$ cat config.mk
export PLATFORM = sky130hd
export DESIGN_NAME = maxpool_stream_flat
export DESIGN_NICKNAME = d
export VERILOG_FILES = /design/src/rtl/maxpool_stream_if.sv /design/src/rtl/maxpool_stream.sv /design/src/flat_wrapper.sv
export SDC_FILE = /design/constraint.sdc
export NUM_CORES = 1
export LEC_CHECK = 0
export BUFFER_PORTS_ARGS = -buffer_cell sky130_fd_sc_hd__clkbuf_2
export CAP_MARGIN = 20
export CELL_PAD_IN_SITES_DETAIL_PLACEMENT = 1
export CELL_PAD_IN_SITES_GLOBAL_PLACEMENT = 2
export CORE_MARGIN = 2
export CORE_UTILIZATION = 50
export DETAILED_ROUTE_END_ITERATION = 7
export HOLD_SLACK_MARGIN = 0.02
export PLACE_DENSITY = 0.83
export SLEW_MARGIN = 15
export SYNTH_ARGS = -nofsm -noshare
export SYNTH_HDL_FRONTEND = slang
export SYNTH_SLANG_ARGS = --single-unit
export TNS_END_PERCENT = 10
$ cat constraint.sdc
create_clock -name clk -period 14.5 [get_ports clk]
set_input_delay 3.625 -clock clk [delete_from_list [all_inputs] [get_ports clk]]
set_output_delay 3.625 -clock clk [all_outputs]
set_load 0.01 [all_outputs]
$ cat src/rtl/maxpool_stream_if.sv
// Input and output valid/ready streams of maxpool_stream.
// A beat transfers on a rising edge where valid and ready are both high; valid must not depend on ready.
interface maxpool_stream_if #(
  parameter int W = 45
);
  logic [W-1:0] in_data;
  logic         in_valid;
  logic         in_ready;
  logic [W-1:0] out_data;
  logic         out_valid;
  logic         out_ready;

  modport slave (
    input  in_data, in_valid, out_ready,
    output in_ready, out_data, out_valid
  );

  modport master (
    output in_data, in_valid, out_ready,
    input  in_ready, out_data, out_valid
  );
endinterface

$ cat src/rtl/maxpool_stream.sv
// 2x2 stride-2 max pooling over a raster-ordered stream with a half-row line buffer.
// Define POOL_ARGMAX_EN to add pool_argmax (winning position inside each window).
module maxpool_stream #(
  parameter int POOL_X          = 24,
  parameter int POOL_Y          = 24,
  parameter int POOL_DATA_WIDTH = 45
) (
  input  logic                 clk,
  input  logic                 rst,
  input  logic                 pool_enable,
  maxpool_stream_if.slave      bus,
  output logic                 pool_done,
`ifdef POOL_ARGMAX_EN
  output logic [1:0]           pool_argmax,
`endif
  output logic [1:0]           fsm_state
);

  localparam logic [1:0] IDLE = 2'd0;
  localparam logic [1:0] RUN  = 2'd1;
  localparam logic [1:0] DONE = 2'd2;

  localparam int CW   = $clog2(POOL_X);
  localparam int RW   = $clog2(POOL_Y);
  localparam int LB_N = POOL_X / 2;
  localparam int LBW  = (LB_N > 1) ? $clog2(LB_N) : 1;
`ifdef POOL_ARGMAX_EN
  localparam int LBE  = POOL_DATA_WIDTH + 1;
`else
  localparam int LBE  = POOL_DATA_WIDTH;
`endif

  logic [1:0]                 state;
  logic [CW-1:0]              col;
  logic [RW-1:0]              row;
  logic [POOL_DATA_WIDTH-1:0] hreg;
  logic [POOL_DATA_WIDTH-1:0] od_q;
  logic                       ov_q;
  logic                       out_last;
  logic [LBE-1:0]             linebuf [LB_N];

  logic                       in_rdy;
  logic                       in_hs;
  logic                       out_hs;
  logic                       last_px;
  logic [LBW-1:0]             lb_idx;
  logic [LBE-1:0]             lb_rd;
  logic [LBE-1:0]             lb_wr;
  logic                       pair_sel;
  logic [POOL_DATA_WIDTH-1:0] pair_max;
  logic [POOL_DATA_WIDTH-1:0] top_max;
  logic                       bot_wins;
  logic [POOL_DATA_WIDTH-1:0] win_max;

  // Stalls even-row beats too whenever an output is waiting; keeps the ready path trivial.
  assign in_rdy  = (state == RUN) && (!ov_q || bus.out_ready);
  assign in_hs   = bus.in_valid && in_rdy;
  assign out_hs  = ov_q && bus.out_ready;
  assign last_px = (row == RW'(POOL_Y - 1)) && (col == CW'(POOL_X - 1));
  assign lb_idx  = LBW'(col >> 1);

  // Strict greater-than everywhere so the earlier raster position wins ties.
  assign pair_sel = bus.in_data > hreg;
  assign pair_max = pair_sel ? bus.in_data : hreg;
  assign lb_rd    = linebuf[lb_idx];
  assign top_max  = lb_rd[POOL_DATA_WIDTH-1:0];
  assign bot_wins = pair_max > top_max;
  assign win_max  = bot_wins ? pair_max : top_max;

`ifdef POOL_ARGMAX_EN
  logic       top_sel;
  logic [1:0] argmax_q;
  assign top_sel     = lb_rd[POOL_DATA_WIDTH];
  assign lb_wr       = {pair_sel, pair_max};
  assign pool_argmax = argmax_q;
`else
  assign lb_wr = pair_max;
`endif

  assign bus.in_ready  = in_rdy;
  assign bus.out_data  = od_q;
  assign bus.out_valid = ov_q;
  assign pool_done     = (state == DONE);
  assign fsm_state     = state;

  always_ff @(posedge clk) begin
    if (in_hs && col[0] && !row[0]) begin
      linebuf[lb_idx] <= lb_wr;
    end
  end

  always_ff @(posedge clk) begin
    if (rst) begin
      state    <= IDLE;
      col      <= '0;
      row      <= '0;
      hreg     <= '0;
      od_q     <= '0;
      ov_q     <= 1'b0;
      out_last <= 1'b0;
`ifdef POOL_ARGMAX_EN
      argmax_q <= 2'd0;
`endif
    end else begin
      case (state)
        IDLE: begin
          if (pool_enable) begin
            state <= RUN;
            col   <= '0;
            row   <= '0;
          end
        end
        RUN: begin
          if (!pool_enable) begin
            // Abort drops any pending output and skips the done pulse.
            state <= IDLE;
            col   <= '0;
            row   <= '0;
            ov_q  <= 1'b0;
          end else begin
            if (in_hs) begin
              if (!col[0]) hreg <= bus.in_data;
              if (col == CW'(POOL_X - 1)) begin
                col <= '0;
                row <= (row == RW'(POOL_Y - 1)) ? '0 : row + 1'b1;
              end else begin
                col <= col + 1'b1;
              end
            end
            if (in_hs && col[0] && row[0]) begin
              od_q     <= win_max;
              ov_q     <= 1'b1;
              out_last <= last_px;
`ifdef POOL_ARGMAX_EN
              argmax_q <= bot_wins ? {1'b1, pair_sel} : {1'b0, top_sel};
`endif
            end else if (out_hs) begin
              ov_q <= 1'b0;
            end
            if (out_hs && out_last) state <= DONE;
          end
        end
        DONE:    state <= IDLE;
        default: state <= IDLE;
      endcase
    end
  end

endmodule

$ cat src/flat_wrapper.sv
// flat-port wrapper written by rule: the top's interface ports become plain ports
module maxpool_stream_flat 
#(
  parameter int POOL_X          = 24,
  parameter int POOL_Y          = 24,
  parameter int POOL_DATA_WIDTH = 45
)
  (clk, rst, pool_enable, pool_done, fsm_state, bus_in_data, bus_in_valid, bus_out_ready, bus_in_ready, bus_out_data, bus_out_valid);
  maxpool_stream_if #(.W((45))) bus_i ();
  input  logic clk;
  input  logic rst;
  input  logic pool_enable;
  output logic pool_done;
  output logic [1:0] fsm_state;
  input wire logic [$bits(bus_i.in_data)-1:0] bus_in_data;
  input wire logic [$bits(bus_i.in_valid)-1:0] bus_in_valid;
  input wire logic [$bits(bus_i.out_ready)-1:0] bus_out_ready;
  output wire logic [$bits(bus_i.in_ready)-1:0] bus_in_ready;
  output wire logic [$bits(bus_i.out_data)-1:0] bus_out_data;
  output wire logic [$bits(bus_i.out_valid)-1:0] bus_out_valid;
  assign bus_i.in_data = bus_in_data;
  assign bus_i.in_valid = bus_in_valid;
  assign bus_i.out_ready = bus_out_ready;
  assign bus_in_ready = bus_i.in_ready;
  assign bus_out_data = bus_i.out_data;
  assign bus_out_valid = bus_i.out_valid;
  maxpool_stream #(.POOL_X(POOL_X), .POOL_Y(POOL_Y), .POOL_DATA_WIDTH(POOL_DATA_WIDTH)) u_core (.clk(clk), .rst(rst), .pool_enable(pool_enable), .bus(bus_i), .pool_done(pool_done), .fsm_state(fsm_state));
endmodule
Word level (Yosys, flattened, before mapping)
Memories as Yosys holds them, arrays and structs flattened. A register that Yosys moved wholly into a read port is not among the register bits. Cells that the tools add are included.

Bitwise gates (word level): 1. Order comparisons: 2. Add/subtract/negate cells: 2. Multiplexer cells: 23. Equal/unequal tests: 9. Reductions and logical operators: 19.

Operators with widths (count): $gt 45x45->1 (2); $mux 45 (2); $mux 5 (8); $pmux 5 s2 (2); $add 5x1->5 const B (2); $eq 5x5->1 const B (2); $logic_and 1x1->1 (8); $mux 4 (2); $reduce_and 4->1 (2); $mux 2 (3); $ne 3x3->1 const B (2); $reduce_and 3->1 (2); $mux 1 (5); $pmux 2 s2 (1); $reduce_and 2->1 (2); $ne 3x1->1 const B (1); $ne 3x2->1 const B (1); $eq 2x1->1 const B (1); $eq 2x2->1 const B (1); $logic_not 1->1 (2); $logic_not 2->1 (1); $ne 2x2->1 const B (1); $reduce_bool 2->1 (1); $logic_or 1x1->1 (1); $not 1->1 (1).

RAM bits: 540. Logic and storage cells: 64. Bits in registers: 104. Memories: 1.

Memories: u_core.linebuf (depth 12, bits a word 45, read ports 1, clocked after Yosys merged registers in 1, write ports 1, line maxpool_stream.sv:40) `logic [LBE-1:0] linebuf [LB_N];`.

Depth between registers and ports, before layout
Gate-level depths: netlist of run 1.

Depth in word-level cells: 9. Gate-level depth with buffers: 23.

Worst setup path before layout of run 1
No wires, ideal clock.

Kind: input port to flip-flop. Start point: in bus_out_ready. End point: mem u_core.linebuf[0][0] (netlist bit), enable pin. Slack: 6296 ps. Stages: 5. Arrival: 7691 ps. Setup time: 513 ps. Path buffers: 0. Data required time: 13987 ps. Cell sequence: inv_1 a211oi_4 nand2_1 nor4_1 nor3b_1.

Word-level cells in the longest chain between the ends: 7.

Ends and longest elaborated chain: from (decl) (line flat_wrapper.sv:17) `input wire logic [$bits(bus_i.out_ready)-1:0] bus_out_ready;`; $logic_or 1x1->1 (line maxpool_stream.sv:56) `assign in_rdy = (state == RUN) && (!ov_q || bus.out_ready);`; $logic_and 1x1->1 (line maxpool_stream.sv:56); $logic_and 1x1->1 (line maxpool_stream.sv:57) `assign in_hs = bus.in_valid && in_rdy;`; $logic_and 1x1->1 (2 in a row) (line maxpool_stream.sv:87) `if (in_hs && col[0] && !row[0]) begin`; $mux 1 (line maxpool_stream.sv:87); $mux 1 (implied by the code) (line maxpool_stream.sv:88) `linebuf[lb_idx] <= lb_wr;`; to (decl) (line maxpool_stream.sv:40).

Every way passes these cells.

Worst setup path after layout of run 1
Start point: in bus_in_data[20]. End point: reg u_core.od_q[33] (netlist: u_core.bus.out_data[33]).

Word-level cells in the longest chain between the ends: 4.

Ends and longest elaborated chain: from (decl) (line flat_wrapper.sv:15) `input wire logic [$bits(bus_i.in_data)-1:0] bus_in_data;`; $gt 45x45->1 (line maxpool_stream.sv:63) `assign pair_sel = bus.in_data > hreg;`; $mux 45 (line maxpool_stream.sv:64) `assign pair_max = pair_sel ? bus.in_data : hreg;`; via u_core.lb_wr[35] (line maxpool_stream.sv:48) `logic [LBE-1:0] lb_wr;`; $gt 45x45->1 (line maxpool_stream.sv:67) `assign bot_wins = pair_max > top_max;`; $mux 45 (line maxpool_stream.sv:68) `assign win_max = bot_wins ? pair_max : top_max;`; to (signal assigned) (line maxpool_stream.sv:131) `od_q <= win_max;`; to (decl) (line maxpool_stream.sv:37) `logic [POOL_DATA_WIDTH-1:0] od_q;`.

The timed path passes the listed nets, and every way through them passes these cells. A chain may end at the register's enable or synchronous reset.

==> metrics, run 1 <==
status complete, no violations; CTS resizes 0; Avg Inst Size Synth 16.0 µm²; clock-pin slew on the worst setup and hold paths 60 ps; DIE AREA 0.0565 mm²; setup bufs post-CTS 0; Worst Path Required 14940 ps; Post-CTS Hold Fix Bufs 0; RD Place Congestion 0.758; Period Utilization, post-route 67.8%; chip height 238 µm; crit-path max FO 30; TritonCTS clock tree built; Clock Tree Root clkbuf_16; Fillers 4919; crit end category register; mapped cell area 0.0273 mm²; io pins 100; initial antenna violation count 1; largest net degree at the start of global routing 69; unique cell type count in the Yosys netlist 57; Total Power 0.00398 W; fmax 102 MHz; DP Area 0.0286 mm²; P per Cell Area 129 mW/mm²; drt drc 0; Critical Path Source Type primary input; ANT nets after route 0; Mapped Cells 1704; Seq cells post-synth 648; EDFF count, synth 540; dpl hpwl 42100 µm; M1 WL 29600 µm; Synth area leaders edfxtp_1 59%, mux4_2 11%, dfxtp_1 7.9%; Arrival @ worst endpoint 10270 ps; sequential element share of the synthesized area 67.3%; Relative slew margins 34.4%; Worst Hold Class register to register; Starting Density 50.7%; PortBufs 99; DRC marker count from the first detailed-route iteration 1328; Antenna Diode Count 0; Layout Nets 1958; ys async rst share 0%; design area 0.0308 mm²; final setup fails 0; Max Root-Sink Buffers 3; Fin Clk Skew 29.8 ps; Tmin final 9830 ps; Vias 15500; gr usage total 25.3%; drt first pass iters 7; top_reg_cell synth edfxtp_1; grt ovf 0; Routed WL 69100 µm; Yosys top cell by area edfxtp_1; DR vias/cell 6.04; Final Max Tran Viols 0; MaxCap Viol Count 0; Multi-input gate area 0.00824 mm²; max layer used met4; layout cell share with drive strength beyond 1 22.4%; vias in the first global route 16600; num rows 85; Yosys warnings 0; Final Hold Vio Count 0; number of buffers created by CTS 68; H-tree levels 3; Slew @ Worst Pin 984 ps; Routed wire per std cell 26.9 µm; Synth top area share 59.3%; Synthesized Nets 1846; clk_lat worst skew 610 ps; Die W 238 µm; VDD IR max 86.1 µV; first-pass GRT wire length 105000 µm; register area 0.0184 mm²; CTS Sinks 648; Total Neg Setup Slack 0 ps; Syn-to-layout area delta 12.9%; Core Region 0.0539 mm²; metal3 WL 4520 µm; LEAKAGE 10.4 nW; Crit Path Class primary input to register; RSZ-0062 raised after global routing no; routed wl met2 33500 µm
cells in the final DEF, fill, tap and decap left out, drive strengths merged, types with 3 or more instances in the layout:
cell / instances
dfxtp: 108
nor4: 4
nand3: 15
nand3b: 3
nand4b: 3
ha: 92
buf: 26
nor2: 78
clkinv: 13
or2: 3
nand2: 163
clkinvlp: 5
nand2b: 7
mux2i: 90
and3: 3
nand4: 17
a221oi: 3
nor3: 8
inv: 100
a21o: 14
clkbuf: 194
mux4: 135
nor2b: 12
edfxtp: 540
o221ai: 44
o21ai: 21
a21oi: 140
bufinv: 7
critical path, cell delays in order:
cell and delay (ps):
clkbuf_2 100, ha_1 330, nand3_2 150, nor4_4 370
o311ai_1 150, nand4b_1 170, a221oi_2 90, nor2b_4 530
buf_4 570, mux2i_1 740, inv_1 430, ha_1 440
nand4_1 140, nor4_1 450, nand2_1 290, nand4b_1 250
o21ai_1 160, nand2b_2 470, buf_4 550, o221ai_1 220
cell type report:
class                      instances  share of cell area [%]
sequential                       648                    59.6
timing repair buffer             125                    2.24
multi-input combinational        876                    26.7
tap                              696                    2.82
inverter                          97                    1.18
clock inverter                    28                    1.10
clock buffer                      95                    6.31
power by group:
group	internal, W	switching (W)	leakage (nW)	total [W]
Sequential	0.00204	0.00000299	5.72	0.00204
Clock	0.00107	0.000715	1.11	0.00178
Combinational	0.0000435	0.000119	3.62	0.000162
cells in the mapped netlist, types with 14 or more instances:
library cell    n
edfxtp_1      540
nand2_1       162
a21oi_1       140
mux4_2        135
dfxtp_1       108
inv_1          97
ha_1           92
mux2i_1        90
nor2_1         77
clkbuf_1       49
o221ai_1       24
o221ai_2       20
o21ai_0        18
nand4_1        17
buf_2          16
a21o_1         14
nand3_1        14
routing by layer:
layer  global-route usage [%]  up-vias
met1                     34.6     8088
met4                     7.49        0
met2                     41.2      476
met3                     5.11      100
met5                        0        -
li1                         -     6828
final timing paths:
kind                           startpoint                                   end  slack [ps]  cells after the start
max                       bus_in_data[20]  u_core.bus.out_data[33]$_SDFFE_PP0P_        4670                     20
min          u_core.hreg[21]$_SDFFE_PP0P_          u_core.hreg[21]$_SDFFE_PP0P_         470                      2
max reg2reg  u_core.hreg[20]$_SDFFE_PP0P_  u_core.bus.out_data[33]$_SDFFE_PP0P_        7400                     20
min reg2reg  u_core.hreg[21]$_SDFFE_PP0P_          u_core.hreg[21]$_SDFFE_PP0P_         470                      2
logic make-up (layout without fill, tap and decap cells):
kind of cell	after synthesis	count (layout)	synth area share (%)
AOI/OAI and AO/OA	234	234	5.77
adders and majority gates	92	92	4.21
buffers and inverters	180	345	2.95
DFF	648	648	67.3
muxes	225	225	14.4
and+or+nand+nor	325	325	5.39
flip-flops by register name, summed over array words and instances, names as in the netlist, named ones only:
| name | flops |
|---|---|
| u_core.row | 5 |
| u_core.bus.out_data | 45 |
| u_core.col | 5 |
| u_core.hreg | 45 |
| u_core.bus.out_valid | 1 |
| u_core.out_last | 1 |
| u_core.fsm_state | 2 |
| u_core.linebuf | 540 |
stage by stage:
stage                     worst slack (ps)  std cells  utilization [%]  hold slack (ps)
after global placement                4290       2442             53.0              456
final                                 4670       2565             57.2              469
after CTS                             4680       2565             57.2              472
after global routing                  4220       2565             57.2              493
after floorplan                       6300       1704                -              449
after detailed placement              4050       2442             53.0              461
No activity file was read; power rests on OpenSTA's default activity.
==> inputs of run 2 (changes only) <==
CORE_UTILIZATION = 46   (was 50)
PLACE_DENSITY = 0.77   (was 0.83)
clock period = 9.8 ns   (was 14.5 ns; I/O delays follow)
==> run 2 against run 1 <==
Against the previous run: first-iteration DRC count up 0.75%; wire length grew 1.4%; critical path depth is 1 higher; flip-flop and latch count stayed put; via count about the same; combinational power rose by 47%; hold slack gained 0.73 ps; final cell count up 3.1%; power rose by 48%; core utilization down 4.6 points; register-to-register slack worse by 4300 ps; sequential share of layout area down 0.22 points; critical path type unchanged; largest cell class unchanged; highest routed layer unchanged.
==> metrics, run 2 (synthesis gave the netlist of run 1 again) <==
drt first pass iters 5; R2R Path End u_core.bus.out_data[3]$_SDFFE_PP0P_; Routed WL 70100 µm; VDD IR max 125 µV; Setup WS pre-CTS 916 ps; Worst Hold Class register to register; drt drc 0; number of buffers created by CTS 69; Slew @ Worst Pin 995 ps; setup bufs post-CTS 0; LEAKAGE 10.5 nW; Final Max Tran Viols 0; Total Neg Setup Slack 0 ps; DIE AREA 0.0614 mm²; PortBufs 99; first-pass GRT wire length 105000 µm; status complete, no violations; TritonCTS clock tree built; Worst Path Required 10300 ps; design area 0.0310 mm²; RD Place Congestion 0.783; R2R cell count 21; Syn-to-layout area delta 13.3%; initial antenna violation count 0; Reg with most FFs u_core.linebuf; final setup fails 0; grt ovf 0; Final Hold Vio Count 0; Hold Slack 470 ps; H-tree levels 3; Period Utilization, post-route 84.4%; Worst R2R Setup Slack 3080 ps; Crit Path Class primary input to register; max FFs per register 540; Antenna Diode Count 0; ANT nets after route 0; clock-pin slew on the worst setup and hold paths 60 ps; MaxCap Viol Count 0; fmax 121 MHz; Tmin final 8270 ps; clk_lat worst skew 600 ps; Clock Tree Root clkbuf_16; Starting Density 46.4%; crit-path max FO 24; P per Cell Area 190 mW/mm²; DRC marker count from the first detailed-route iteration 1338; Relative slew margins 33.7%; Fin Clk Skew 22.8 ps; Fillers 5536; chip height 248 µm; CP Launch Point bus_in_data[18]; Total Power 0.00588 W; register area 0.0184 mm²; CTS Sinks 648; R2R Path Start u_core.hreg[18]$_SDFFE_PP0P_; layout cell share with drive strength beyond 1 22.2%; Arrival @ worst endpoint 8770 ps; Routed wire per std cell 26.5 µm; Post-CTS Hold Fix Bufs 0; CTS resizes 0; dpl hpwl 42100 µm; vias in the first global route 16400; num rows 89; most frequent cells in the layout 540 x edfxtp_1, 162 x nand2_1, 140 x a21oi_1; gr usage total 23.4%; largest net degree at the start of global routing 63; Core Region 0.0589 mm²; RSZ-0062 raised after global routing no; commonest non-fill, non-tap cell in the layout edfxtp_1; Final WS setup 1530 ps; DR vias/cell 5.86; DP Area 0.0287 mm²; CP endpoint u_core.bus.out_data[3]$_SDFFE_PP0P_; io pins 100; Vias 15500; crit end category register; Multi-input gate area 0.00824 mm²; Critical Path Source Type primary input; Max Root-Sink Buffers 3; Die W 248 µm; Layout Nets 1961
run 2: final cells by class:
type	count	share of cell area, %
flip-flops and latches	648	59.4
clock buffers	93	6.37
clock inverters	30	0.990
inverters	97	1.18
repair buffers	127	2.32
well taps	773	3.12
multi-input cells	876	26.6
run 2: power by group:
group / switching [W] / internal, W
sequential: 0.00000464 / 0.00301
clock: 0.00105 / 0.00157
combinational: 0.000174 / 0.0000642
run 2: worst min path at each step:
| stage | startpoint | to | slack [ps] | cells past startpoint |
|---|---|---|---|---|
| after detailed placement | u_core.bus.out_data[43]$_SDFFE_PP0P_ | u_core.bus.out_data[43]$_SDFFE_PP0P_ | 450 | 2 |
| after CTS | u_core.hreg[43]$_SDFFE_PP0P_ | u_core.hreg[43]$_SDFFE_PP0P_ | 470 | 2 |
| after global routing | u_core.hreg[30]$_SDFFE_PP0P_ | u_core.hreg[30]$_SDFFE_PP0P_ | 490 | 2 |
| after floorplan | u_core.hreg[10]$_SDFFE_PP0P_ | u_core.hreg[10]$_SDFFE_PP0P_ | 450 | 2 |
| after global placement | u_core.bus.out_data[43]$_SDFFE_PP0P_ | u_core.bus.out_data[43]$_SDFFE_PP0P_ | 450 | 2 |
| final | u_core.hreg[11]$_SDFFE_PP0P_ | u_core.hreg[11]$_SDFFE_PP0P_ | 470 | 2 |
run 2: critical path, cell delays in order:
cell      delay (ps)
clkbuf_2         140
ha_1             320
nand3_2          130
nor4_4           410
o311ai_1         170
nand4b_1         230
a221oi_2         110
nor2b_4          690
buf_4            360
mux2i_1          500
inv_1            340
ha_1             390
a21oi_1          120
o21ai_0          110
a221oi_1         530
o41a_1           250
a21oi_1           60
o21ai_1          310
nand2_2          530
buf_12           370
o221ai_1         200
run 2: through the flow:
stage / utilization, % / instances
2_1_floorplan: - / 1704
3_3_place_gp: 48.7 / 2521
3_5_place_dp: 48.7 / 2521
4_1_cts: 52.6 / 2644
5_1_grt: 52.6 / 2644
6_report: 52.6 / 2644
run 2: per-layer routing:
| metal | track usage, % | vias up | wire, µm |
|---|---|---|---|
| met5 | 0 | - | 0 |
| met2 | 36.6 | 451 | 32700 |
| met3 | 3.94 | 101 | 4440 |
| met4 | 6.99 | 0 | 1640 |
| li1 | - | 6824 | - |
| met1 | 33.9 | 8122 | 31300 |
